--- src/rtl/econet_pkg.sv ---
// econet_pkg: shared state encoding, register layout and backoff helpers for the Econet transmit arbiter
package econet_pkg;
  typedef enum logic [2:0] {
    ST_IDLE      = 3'd0,
    ST_WAIT_LINE = 3'd1,
    ST_GRANTED   = 3'd2,
    ST_BACKOFF   = 3'd3,
    ST_FAIL      = 3'd4
  } arb_state_e;
  localparam int THR_LSB       = 0;
  localparam int MAX_RETRY_LSB = 8;
  localparam int RETRY_CNT_LSB = 12;
  localparam int IRQ_EN_BIT    = 16;
  localparam int LINE_IDLE_BIT = 17;
  localparam int STATE_LSB     = 18;
  localparam int FAIL_BIT      = 24;
  localparam int COLL_BIT      = 25;
  localparam logic [7:0] LFSR_TAPS = 8'hB8;
  localparam logic [7:0] LFSR_SEED = 8'hA5;
  // Exponential window: 2^min(r,8) - 1, so the window stops growing at 8 retries
  function automatic logic [7:0] backoff_mask(input logic [3:0] r);
    logic [8:0] m;
    m = (9'd1 << (r > 4'd8 ? 4'd8 : r)) - 9'd1;
    return m[7:0];
  endfunction
endpackage

--- src/rtl/econet_backoff_lfsr.sv ---
// econet_backoff_lfsr: free-running 8-bit Fibonacci LFSR (taps 8,6,5,4) feeding the random backoff
module econet_backoff_lfsr
  import econet_pkg::*;
(
  input  logic       clk,
  input  logic       reset,
  output logic [7:0] q
);
  // Shift every clk; the seed is non-zero so the all-zero lockup state is never reached
  always_ff @(posedge clk)
    q <= reset ? LFSR_SEED : {q[6:0], ^(q & LFSR_TAPS)};
endmodule

--- src/rtl/econet_tx_arbiter.sv ---
// econet_tx_arbiter: Econet line-access arbiter with idle detection and exponential backoff (random backoff with ECONET_BACKOFF_RANDOM_EN)
module econet_tx_arbiter
  import econet_pkg::*;
#(
  parameter logic [7:0] IDLE_DEF  = 8'd15,
  parameter logic [3:0] RETRY_DEF = 4'd8
) (
  input  logic        clk,
  input  logic        reset,
  input  logic [3:0]  wr,
  input  logic        select,
  input  logic [31:0] data_in,
  output logic [31:0] data_out,
  input  logic        econet_tick,
  input  logic        line_rx,
  input  logic        collision_detect,
  input  logic        tx_req,
  input  logic        tx_done,
  output logic        tx_grant,
  output logic        tx_abort,
  output logic        irq
);
  arb_state_e state, state_nx;
  logic [7:0] idle_thr, idle_cnt, thr_eff, mask;
  logic [3:0] max_retry, retry_cnt, retry_inc;
  logic [8:0] bo_cnt, bo_load;
  logic       irq_en, fail, coll_seen, line_idle, coll_hit, bo_done, w1c, unused_data;
  assign thr_eff     = idle_thr == 8'd0 ? 8'd1 : idle_thr;
  assign line_idle   = idle_cnt >= thr_eff;
  assign retry_inc   = retry_cnt == 4'hF ? 4'hF : retry_cnt + 4'd1;
  assign mask        = backoff_mask(retry_inc);
  assign coll_hit    = state == ST_GRANTED && !tx_done && collision_detect;
  assign bo_done     = state == ST_BACKOFF && econet_tick && bo_cnt == 9'd1;
  assign w1c         = select && wr[3];
  assign irq         = fail & irq_en;
  assign unused_data = ^{data_in[31:26], data_in[23:17], data_in[15:12]};
`ifdef ECONET_BACKOFF_RANDOM_EN
  logic [7:0] lfsr;
  econet_backoff_lfsr u_lfsr (.clk(clk), .reset(reset), .q(lfsr));
  assign bo_load = {1'b0, lfsr & mask} + 9'd1;
`else
  assign bo_load = {1'b0, mask} + 9'd1;
`endif
  // Next-state decode; tx_done outranks a simultaneous collision
  always_comb begin
    state_nx = state;
    case (state)
      ST_IDLE:      state_nx = tx_req ? ST_WAIT_LINE : ST_IDLE;
      ST_WAIT_LINE: state_nx = !tx_req ? ST_IDLE : line_idle ? ST_GRANTED : ST_WAIT_LINE;
      ST_GRANTED:   state_nx = tx_done ? ST_IDLE
                             : collision_detect ? (retry_inc > max_retry ? ST_FAIL : ST_BACKOFF)
                             : !tx_req ? ST_IDLE : ST_GRANTED;
      ST_BACKOFF:   state_nx = bo_done ? ST_WAIT_LINE : ST_BACKOFF;
      ST_FAIL:      state_nx = tx_req ? ST_FAIL : ST_IDLE;
      default:      state_nx = ST_IDLE;
    endcase
  end
  // State register and registered transmitter handshake
  always_ff @(posedge clk)
    if (reset) begin
      state    <= ST_IDLE;
      tx_grant <= 1'b0;
      tx_abort <= 1'b0;
    end else begin
      state    <= state_nx;
      tx_grant <= state_nx == ST_GRANTED;
      tx_abort <= coll_hit;
    end
  // Retry tally, backoff countdown and bus-idle run length
  always_ff @(posedge clk)
    if (reset) begin
      retry_cnt <= '0;
      bo_cnt    <= '0;
      idle_cnt  <= '0;
    end else begin
      retry_cnt <= coll_hit ? retry_inc
                 : (state == ST_GRANTED || state == ST_FAIL) && state_nx == ST_IDLE ? 4'd0 : retry_cnt;
      bo_cnt    <= coll_hit ? bo_load : state == ST_BACKOFF && econet_tick ? bo_cnt - 9'd1 : bo_cnt;
      idle_cnt  <= collision_detect || bo_done || (econet_tick && !line_rx) ? 8'd0
                 : econet_tick && idle_cnt != 8'hFF ? idle_cnt + 8'd1 : idle_cnt;
    end
  // CPU-visible configuration and sticky status; a hardware set beats a same-cycle clear
  always_ff @(posedge clk)
    if (reset) begin
      idle_thr  <= IDLE_DEF;
      max_retry <= RETRY_DEF;
      irq_en    <= 1'b0;
      fail      <= 1'b0;
      coll_seen <= 1'b0;
    end else begin
      idle_thr  <= select && wr[0] ? data_in[THR_LSB +: 8] : idle_thr;
      max_retry <= select && wr[1] ? data_in[MAX_RETRY_LSB +: 4] : max_retry;
      irq_en    <= select && wr[2] ? data_in[IRQ_EN_BIT] : irq_en;
      fail      <= state_nx == ST_FAIL || (fail && !(w1c && data_in[FAIL_BIT]));
      coll_seen <= coll_hit || (coll_seen && !(w1c && data_in[COLL_BIT]));
    end
  // Register read view
  always_comb begin
    data_out = '0;
    data_out[THR_LSB +: 8]       = idle_thr;
    data_out[MAX_RETRY_LSB +: 4] = max_retry;
    data_out[RETRY_CNT_LSB +: 4] = retry_cnt;
    data_out[IRQ_EN_BIT]         = irq_en;
    data_out[LINE_IDLE_BIT]      = line_idle;
    data_out[STATE_LSB +: 3]     = state;
    data_out[FAIL_BIT]           = fail;
    data_out[COLL_BIT]           = coll_seen;
  end
endmodule

--- config.mk ---
export PLATFORM = sky130hd
export DESIGN_NAME = econet_tx_arbiter
export DESIGN_NICKNAME = d
export VERILOG_FILES = /design/src/rtl/econet_pkg.sv /design/src/rtl/econet_backoff_lfsr.sv /design/src/rtl/econet_tx_arbiter.sv
export SDC_FILE = /design/constraint.sdc
export NUM_CORES = 1
export LEC_CHECK = 0
export ABC_AREA = 0
export ABC_CLOCK_PERIOD_IN_PS = 2800
export CORE_ASPECT_RATIO = 0.5
export CORE_UTILIZATION = 25
export DETAILED_ROUTE_END_ITERATION = 10
export GPL_ROUTABILITY_DRIVEN = 0
export GPL_TIMING_DRIVEN = 0
export SYNTH_ARGS = -nofsm -noshare
export SYNTH_HDL_FRONTEND = slang
export SYNTH_SLANG_ARGS = --single-unit
export TNS_END_PERCENT = 10
--- constraint.sdc ---
create_clock -name clk -period 2.8 [get_ports clk]
set_input_delay 0.84 -clock clk [delete_from_list [all_inputs] [get_ports clk]]
set_output_delay 0.84 -clock clk [all_outputs]
set_load 0.01 [all_outputs]
==> flow_summary_export.csv, run 1 <==
group,metric,value,unit
outcome,status,"completed",
clock_network,cts_sinks,41,
clock_network,clockBufferDepth,2,
clock_network,numCtsBuffers,5,
setup_path,cp-endpoint,"data_out[17]",
global_routing,grt_pass1_wl,10900,um
routing,ant_nets,0,
global_routing,grt_pass1_vias,2290,
timing,rsz0062_at_grt,"true",
finish,final_cell_mix,"49 x clkdlybuf4s50_1, 37 x dfxtp_1, 33 x nand2_1, 24 x a21oi_1, 21 x inv_1",
finish,final_common_cell,"clkdlybuf4s50_1",
yosys,yosys_warnings,0,
routing,dr.pass1.iters,4,
floorplan,core,9630,um2
finish,final_cells,521,
clock_network,clockRootBuffer,"clkbuf_16",
timing,whs,0.458,ns
timing,fin_skew,0.00358,ns
min_path,hp-class,"register to register",
finish,layout.nets,446,
routing,first_iter_violations,122,
power,irDropWorstVdd,0.000242,V
setup_path,arrival,1.94,ns
setup_path,reg2regPathDepth,14,
yosys,ys_types,56,
finish,antenna-diode-count,0,
timing,hold_viol,0,
power,p_total,1.32,mW
flow_run,drv_cap,0,
setup_path,critPathMaxFanout,3,
timing,timing.final.crit_period,2.78,ns
finish,fillers,1018,
placed_design,dpl.hpwl,4830,um
finish,layout-drive-gt1-share,0.142,
floorplan,die_h,73.2,um
clock_network,cts_hold_buffers,0,
global_routing,track_usage,0.130,
yosys,syn_area_per_cell,8.09,um2
floorplan,num_io_pins,79,
yosys,yosysSeqAreaShare,0.324,
global_routing,grt_max_degree,13,
routing,vias_per_cell,4.61,
timing,finalSetupViolCount,0,
routing,drc,0,
yosys,ys_ff_latch,41,
finish,synthToLayoutAreaGrowth,38.4,%
yosys,synthFlopType,"dfxtp_1",
routing,vias,2404,
power,powerDensity,377,nW/um2
setup_path,cp-start-kind,"register",
yosys,ys_async_sr_fraction,0,
floorplan,initial_core_util,0.263,
setup_path,crit_path_end_kind,"output port",
power,p_leak,1.40,nW
placed_design,placed_cells,506,
yosys,syn-instance-count,313,
yosys,synth_edf_count,0,
yosys,synthesis.area,2530,um2
timing,fmax,360,MHz
clock_network,h-tree-depth,2,
clock_network,clkLatencyLatePin,0.28,ns
routing,wirelength,6320,um
setup_path,worst_ep_required_time,1.96,ns
finish,multi_input_area,1570,um2
setup_path,crit_type,"register to output port",
global_routing,grt_antenna_before_repair,0,
finish,register_area,828,um2
setup_path,rrSetupSlack,0.15,ns
timing,worst_pin_slew,0.525,ns
timing,min_period_over_period,0.993,
routing,wire_per_inst,12.1,um
timing,report.final.slew_viol_count,0,
clock_network,clk_pin_slew,0.06,ns
setup_path,timing.rr.start,"idle_thr[3]",
timing,relSlewSlack,0.650,
floorplan,die_x,144,um
placed_design,portBuffers,50,
setup_path,critPathLaunch,"idle_thr[3]",
clock_network,cts_tree,"done",
floorplan,fp.dieArea,10600,um2
setup_path,r2r_end,"state[1]",
floorplan,rows,25,
global_routing,overflow,0,
==> cell families (layout without fill, tap and decap cells) <==
kind of cell,Yosys count,after routing,share of synthesized area
other,1,9,0.00148
xor gates and xnor gates,13,13,0.0450
buffers and inverters,47,112,0.0983
muxes,1,1,0.00445
adders and majority gates,17,17,0.0840
and+or+nand+nor,122,122,0.252
AOI/OAI and AO/OA,71,71,0.190
DFF,41,41,0.324
==> synth_stat cells, drive strengths merged, types with 5 or more instances <==
master | number | area share
a21oi | 25 | 0.049
nand3 | 18 | 0.036
xnor2 | 6 | 0.021
nand2b | 5 | 0.012
nand4 | 5 | 0.012
buf | 21 | 0.056
ha | 17 | 0.084
nor2 | 19 | 0.028
a211o | 5 | 0.017
o21ai | 6 | 0.012
xor2 | 7 | 0.024
clkbuf | 5 | 0.011
dfxtp | 41 | 0.32
nor4 | 5 | 0.015
nand2 | 33 | 0.049
inv | 21 | 0.031
and3 | 7 | 0.017
==> registers in the layout (all words and copies together) (netlist names) <==
signal     cells
max_retry      4
irq_en         1
idle_cnt       8
tx_grant       1
coll_seen      1
tx_abort       1
retry_cnt      4
bo_cnt         9
state          3
idle_thr       8
fail           1
==> where the power goes <==
part | switching, mW | total (mW) | internal [mW]
registers | 0.0104 | 0.606 | 0.595
clock network | 0.226 | 0.553 | 0.327
logic | 0.0732 | 0.162 | 0.0891
total | 0.309 | 1.32 | 1.01
==> how the worst min path moves through the flow <==
stage	startpoint	endpoint	slack [ns]	depth (start not counted)
5_1_grt	coll_seen	coll_seen	0.50	2
2_1_floorplan	coll_seen	coll_seen	0.44	2
3_3_place_gp	coll_seen	coll_seen	0.44	2
3_5_place_dp	coll_seen	coll_seen	0.46	2
6_report	coll_seen	coll_seen	0.46	2
4_1_cts	coll_seen	coll_seen	0.46	2
==> through the flow <==
step	setup TNS [ns]	util	setup WS [ns]	instance area, um2
after floorplan	0	-	0.299	2560
after global placement	-0.315	0.335	-0.274	3230
after detailed placement	-0.333	0.335	-0.283	3230
after CTS	-0.0271	0.359	-0.0150	3460
after global routing	-0.0808	0.364	-0.0808	3500
final	0	0.364	0.0189	3500
==> worst max-delay path, stage by stage, from the launching register on <==
cell	delay (ns)
dfxtp_4	0.35
nor4_4	0.26
a41o_1	0.19
ha_1	0.22
nand2b_4	0.14
a21oi_2	0.14
o21ai_2	0.07
nand3_1	0.07
nand2_1	0.08
buf_6	0.13
==> layer usage <==
layer,GRT usage,part of all wire
met4,0.0281,0.0073
met5,0,0
met1,0.160,0.47
met2,0.231,0.49
met3,0.0335,0.041
==> cell type report <==
type / instances / share of cell area
Multi-Input combinational cell: 233 / 0.447
Timing Repair Buffer: 58 / 0.160
Clock buffer: 6 / 0.0368
Clock inverter: 2 / 0.00286
Sequential cell: 41 / 0.236
Buffer: 25 / 0.0464
Inverter: 21 / 0.0225
Tap cell: 135 / 0.0482
==> what timing repair did <==
| action | CTS | global route |
|---|---|---|
| resized for setup | 13 | 9 |
| hold endpoints to repair | 0 | 0 |
| pin swaps | 6 | 7 |
| setup buffers | 9 | 1 |
| setup endpoints to repair | 2 | 6 |
No activity file was read; power rests on OpenSTA's default activity.
==> run 2, diff against run 1 <==
--- a/config.mk
+++ b/config.mk
@@ -10,8 +10,10 @@
 export CORE_ASPECT_RATIO = 0.5
 export CORE_UTILIZATION = 25
 export DETAILED_ROUTE_END_ITERATION = 10
+export DONT_BUFFER_PORTS = 1
 export GPL_ROUTABILITY_DRIVEN = 0
 export GPL_TIMING_DRIVEN = 0
+export MAX_ROUTING_LAYER = met4
 export SYNTH_ARGS = -nofsm -noshare
 export SYNTH_HDL_FRONTEND = slang
 export SYNTH_SLANG_ARGS = --single-unit
==> run 2 against run 1 <==
- non-clock buffer count fell by 57
- largest power group unchanged
- final cell count decreased by 11%
- clock power decreased by 3%
- highest routed layer unchanged
- worst setup slack worse by 0.017 ns
==> flow_summary_export.csv, run 2 (synthesis results as in run 1) <==
group,metric,value,unit
outcome,status,"completed",
finish,layout.nets,389,
timing,rsz0062_at_grt,"true",
setup_path,cp.buffers_inverters,1,
clock_network,h-tree-depth,2,
placed_design,placed_cells,456,
setup_path,crit_path_end_kind,"output port",
setup_path,cp-start-kind,"register",
timing,fmax,357,MHz
clock_network,clkLatencyLatePin,0.28,ns
clock_network,cts_tree,"done",
finish,layout-drive-gt1-share,0.138,
timing,fin_ws,0.00175,ns
routing,first_iter_violations,109,
clock_network,clk_pin_slew,0.06,ns
clock_network,cts_sinks,41,
timing,worst_pin_slew,0.501,ns
setup_path,crit_type,"register to output port",
timing,relSlewSlack,0.663,
clock_network,cts_hold_buffers,0,
min_path,hp-class,"register to register",
floorplan,num_io_pins,79,
placed_design,dp_slack,-0.0856,ns
timing,whs,0.460,ns
global_routing,grt_antenna_before_repair,0,
power,netSwitchingPower,0.287,mW
power,internal_power,0.954,mW
finish,largest-register,"bo_cnt",
floorplan,rows,25,
setup_path,path_delay_family,"simple AND/OR/NAND/NOR gates",
routing,ant_nets,0,
global_routing,grt_pass1_vias,2026,
finish,largestRegisters,"bo_cnt: 9 flops, idle_cnt: 8 flops, idle_thr: 8 flops",
power,clkPwrFrac,0.433,
finish,synthToLayoutAreaGrowth,15.4,%
setup_path,arrival,1.96,ns
setup_path,crit_chain,"nor4_4 > a41o_1 > ha_1 > nand2b_4 > a21oi_2 > o21ai_2 > nand3_1 > nand2_2 > buf_6",
power,powerDensity,425,nW/um2
power,p_leak,1.16,nW
timing,timing.final.crit_period,2.80,ns
placed_design,place_area,2730,um2
setup_path,critPathMaxFanout,4,
setup_path,slowest_stage,"dfxtp_4",
timing,hold_viol,0,
finish,antenna-diode-count,0,
placed_design,portBuffers,0,
power,comb_power_share,0.073,
timing,fin_skew,0.00429,ns
floorplan,core,9630,um2
placed_design,dpl.hpwl,4490,um
routing,vias_per_cell,4.72,
floorplan,die_x,144,um
power,seq_power_share,0.495,
floorplan,initial_core_util,0.263,
clock_network,numCtsBuffers,5,
global_routing,grt_max_degree,12,
timing,report.final.slew_viol_count,0,
timing,finalSetupViolCount,0,
floorplan,die_h,73.2,um
routing,wirelength,5890,um
setup_path,slowest_delay,0.37,ns
routing,dr.pass1.iters,4,
floorplan,fp.dieArea,10600,um2
global_routing,overflow,0,
routing,drc,0,
setup_path,worst_ep_required_time,1.96,ns
routing,vias,2181,
finish,final_cell_mix,"37 x dfxtp_1, 32 x nand2_1, 24 x a21oi_1, 21 x inv_1, 19 x nor2_1",
power,p_sw_frac,0.231,
finish,final_common_cell,"dfxtp_1",
global_routing,track_usage,0.120,
global_routing,grt_pass1_wl,9690,um
finish,final_cells,462,
finish,final_area,2920,um2
power,irDropWorstVdd,0.000187,V
clock_network,clockBufferDepth,2,
finish,largest_reg_flops,9,
clock_network,post_cts_buffers,0,
flow_run,drv_cap,0,
clock_network,clockRootBuffer,"clkbuf_16",
routing,wire_per_inst,12.7,um
timing,min_period_over_period,0.999,
-- run 2: layout make-up --
class                           count  area (um2)
Clock inverter                      1        5.00
Inverter                           21        78.8
Multi-Input combinational cell    233        1540
Buffer                             26         174
Clock buffer                        5         125
Tap cell                          135         169
Fill cell                        1059        6710
Sequential cell                    41         828
-- run 2: worst register-to-register path: cells and delay by family (launching register included) --
kind,cells,cell delay [ns]
simple gates,2,0.24
buf+inv,1,0.13
compound gates,4,1.05
flops,1,0.46
fa+ha+maj,2,0.53
-- run 2: metal layers --
metal  part of all wire  global-route usage  wire length (um)  vias up
li1                   -                   -                 -     1123
met3              0.042              0.0262               248       12
met5                  0                   -                 0        -
met4              0.018              0.0480               106        0
met2               0.47               0.196              2790       33
met1               0.47               0.143              2740     1013
-- run 2: timing repair --
action,CTS,global route
gates resized for setup,5,11
setup endpoints to repair,4,4
pin swaps,1,5
gates cloned,0,0
-- run 2: worst paths after layout --
| kind | start | slack, ns | cells after the start | to |
|---|---|---|---|---|
| max reg2reg | retry_cnt[0] | 0.27 | 9 | state[0] |
| min reg2reg | coll_seen | 0.46 | 2 | coll_seen |
| max | idle_thr[6] | 0.002 | 9 | data_out[17] |
| min | coll_seen | 0.46 | 2 | coll_seen |
-- run 2: power groups by stage --
| stage | Combinational, mW | Clock (mW) | Sequential, mW |
|---|---|---|---|
| detailed placement | 0.0852 | 0 | 0.626 |
| CTS | 0.0862 | 0.548 | 0.613 |
| finish | 0.0903 | 0.537 | 0.614 |
| global route | 0.104 | 0.571 | 0.615 |
| floorplan | 0.0710 | 0 | 0.621 |
| global placement | 0.0845 | 0 | 0.625 |
-- run 2: through the flow --
step / setup TNS [ns] / util / total power, mW
final: 0 / 0.303 / 1.24
after global routing: -0.106 / 0.303 / 1.29
after CTS: -0.0910 / 0.298 / 1.25
after detailed placement: -0.134 / 0.284 / 0.711
after global placement: -0.115 / 0.284 / 0.710
after floorplan: 0 / - / 0.692
==> run 3, diff against run 2 <==
==> constraint.sdc (replaced) <==
create_clock -name clk -period 2.8 [get_ports clk]
set_input_delay 0.7 -clock clk [delete_from_list [all_inputs] [get_ports clk]]
set_output_delay 0.7 -clock clk [all_outputs]
set_load 0.01 [all_outputs]
==> run 3 against run 2 <==
- core utilization fell by 0.065 points
- flip-flop and latch count unchanged
- routed wire length fell by 0.20%
- clock skew is essentially flat
- non-clock buffer count stayed put
- critical path depth unchanged
- combinational power hardly changed
==> flow_summary_export.csv, run 3 (synthesis results as in run 1) <==
group,metric,value,unit
floorplan,core,9630,um2
clock_network,clk_pin_slew,0.06,ns
floorplan,die_x,144,um
finish,final_common_cell,"dfxtp_1",
setup_path,arrival,1.98,ns
floorplan,initial_core_util,0.263,
setup_path,critPathMaxFanout,4,
routing,wirelength,5870,um
floorplan,num_io_pins,79,
setup_path,r2r_end,"state[0]",
power,internal_power,0.954,mW
outcome,status,"completed",
routing,vias,2178,
finish,synthToLayoutAreaGrowth,15.2,%
global_routing,overflow,0,
clock_network,clkLatencyLatePin,0.28,ns
finish,largestRegisters,"bo_cnt: 9 flops, idle_cnt: 8 flops, idle_thr: 8 flops",
power,powerDensity,425,nW/um2
clock_network,h-tree-depth,2,
routing,first_iter_violations,107,
routing,ant_nets,0,
clock_network,cts_sinks,41,
finish,largest_reg_flops,9,
finish,register_area,828,um2
timing,relSlewSlack,0.652,
power,p_sw_frac,0.231,
finish,antenna-diode-count,0,
global_routing,grt_pass1_wl,9690,um
routing,vias_per_cell,4.71,
setup_path,rrSetupSlack,0.26,ns
finish,multi_input_area,1540,um2
power,seq_power_share,0.495,
finish,fillers,1057,
global_routing,grt_antenna_before_repair,0,
clock_network,clockRootBuffer,"clkbuf_16",
finish,largest-register,"bo_cnt",
min_path,holdPathStages,2,
setup_path,cp-start-kind,"register",
global_routing,grt_pass1_vias,2026,
floorplan,die_h,73.2,um
power,p_leak,1.16,nW
floorplan,rows,25,
setup_path,crit_path_end_kind,"output port",
timing,hold_viol,0,
min_path,hp-start,"coll_seen",
min_path,whs_endpoint,"coll_seen",
placed_design,dpl.hpwl,4490,um
power,p_total,1.24,mW
placed_design,portBuffers,0,
setup_path,crit_type,"register to output port",
power,comb_power_share,0.073,
timing,min_period_over_period,0.956,
timing,fmax,374,MHz
power,netSwitchingPower,0.286,mW
clock_network,cts_tree,"done",
finish,layout-drive-gt1-share,0.135,
flow_run,drv_cap,0,
setup_path,worst_ep_required_time,2.10,ns
routing,wire_per_inst,12.7,um
finish,layout.nets,389,
global_routing,grt_max_degree,12,
setup_path,reg2regPathDepth,9,
routing,dr.pass1.iters,4,
timing,timing.final.crit_period,2.68,ns
timing,rsz0062_at_grt,"false",
floorplan,fp.dieArea,10600,um2
timing,whs,0.460,ns
timing,worst_pin_slew,0.517,ns
timing,fin_setup_tns,0,ns
setup_path,timing.rr.start,"retry_cnt[0]",
power,irDropWorstVdd,0.000188,V
global_routing,track_usage,0.120,
clock_network,cts_hold_buffers,0,
clock_network,post_cts_buffers,0,
min_path,hp-class,"register to register",
timing,report.final.slew_viol_count,0,
timing,fin_skew,0.00396,ns
routing,drc,0,
clock_network,clockBufferDepth,2,
timing,finalSetupViolCount,0,
finish,final_cell_mix,"37 x dfxtp_1, 33 x nand2_1, 24 x a21oi_1, 21 x inv_1, 19 x nor2_1",
clock_network,numCtsBuffers,5,
power,clkPwrFrac,0.432,
[run 3: cell types whose count changed in the layout (fill, tap and decap cells not counted)]
cell | previous run | this run
buf_4 | 12 | 13
buf_6 | 2 | 1
nand2_1 | 32 | 33
nand2_2 | 1 | 0
[run 3: metal layers]
metal  vias up  wire, um  GRT usage
met5         -         0          -
met1      1012      2730      0.143
met2        31      2780      0.196
met3        12       264     0.0262
li1       1123         -          -
met4         0       100     0.0480
[run 3: worst max-delay path by stage]
stage,start,endpoint,slack (ns)
4_1_cts,idle_thr[3],data_out[17],0.008
3_5_place_dp,retry_cnt[1],bo_cnt[7],-0.09
2_1_floorplan,retry_cnt[1],bo_cnt[7],0.30
5_1_grt,idle_thr[6],data_out[17],0.009
6_report,idle_thr[6],data_out[17],0.12
3_3_place_gp,retry_cnt[1],bo_cnt[7],-0.09
[run 3: power by group through the flow]
| stage | sequential [mW] | clock, mW | combinational, mW |
|---|---|---|---|
| final | 0.614 | 0.536 | 0.0902 |
| after global routing | 0.615 | 0.571 | 0.104 |
| after CTS | 0.613 | 0.548 | 0.0861 |
| after detailed placement | 0.626 | 0 | 0.0852 |
| after global placement | 0.625 | 0 | 0.0845 |
| after floorplan | 0.621 | 0 | 0.0710 |
[run 3: area by class of cell]
class,instances,share of cell area
tap,135,0.0579
buffer,26,0.0583
clock buffer,5,0.0429
sequential,41,0.284
inverter,21,0.0270
clock inverter,1,0.00172
multi-input combinational,233,0.528
[run 3: worst max-delay path: stages, from the launching register on]
cell	delay (ns)
dfxtp_4	0.37
nor4_4	0.26
a41o_1	0.19
ha_1	0.22
nand2b_4	0.14
a21oi_2	0.12
o21ai_2	0.08
nand3_1	0.09
nand2_1	0.07
buf_4	0.15
[run 3: through the flow]
step	cell area, um2	setup WS [ns]	instances	utilization
6_report	2920	0.123	462	0.303
3_5_place_dp	2730	-0.0856	456	0.284
3_3_place_gp	2730	-0.0850	456	0.284
2_1_floorplan	2560	0.299	321	-
5_1_grt	2920	0.00863	462	0.303
4_1_cts	2870	0.00806	462	0.298
[run 3: what timing repair did]
action / CTS / global route
hold endpoints to repair: 0 / 0
setup endpoints to repair: 4 / 4
cloned: 0 / 0
pin swaps: 0 / 4
resized for setup: 4 / 10
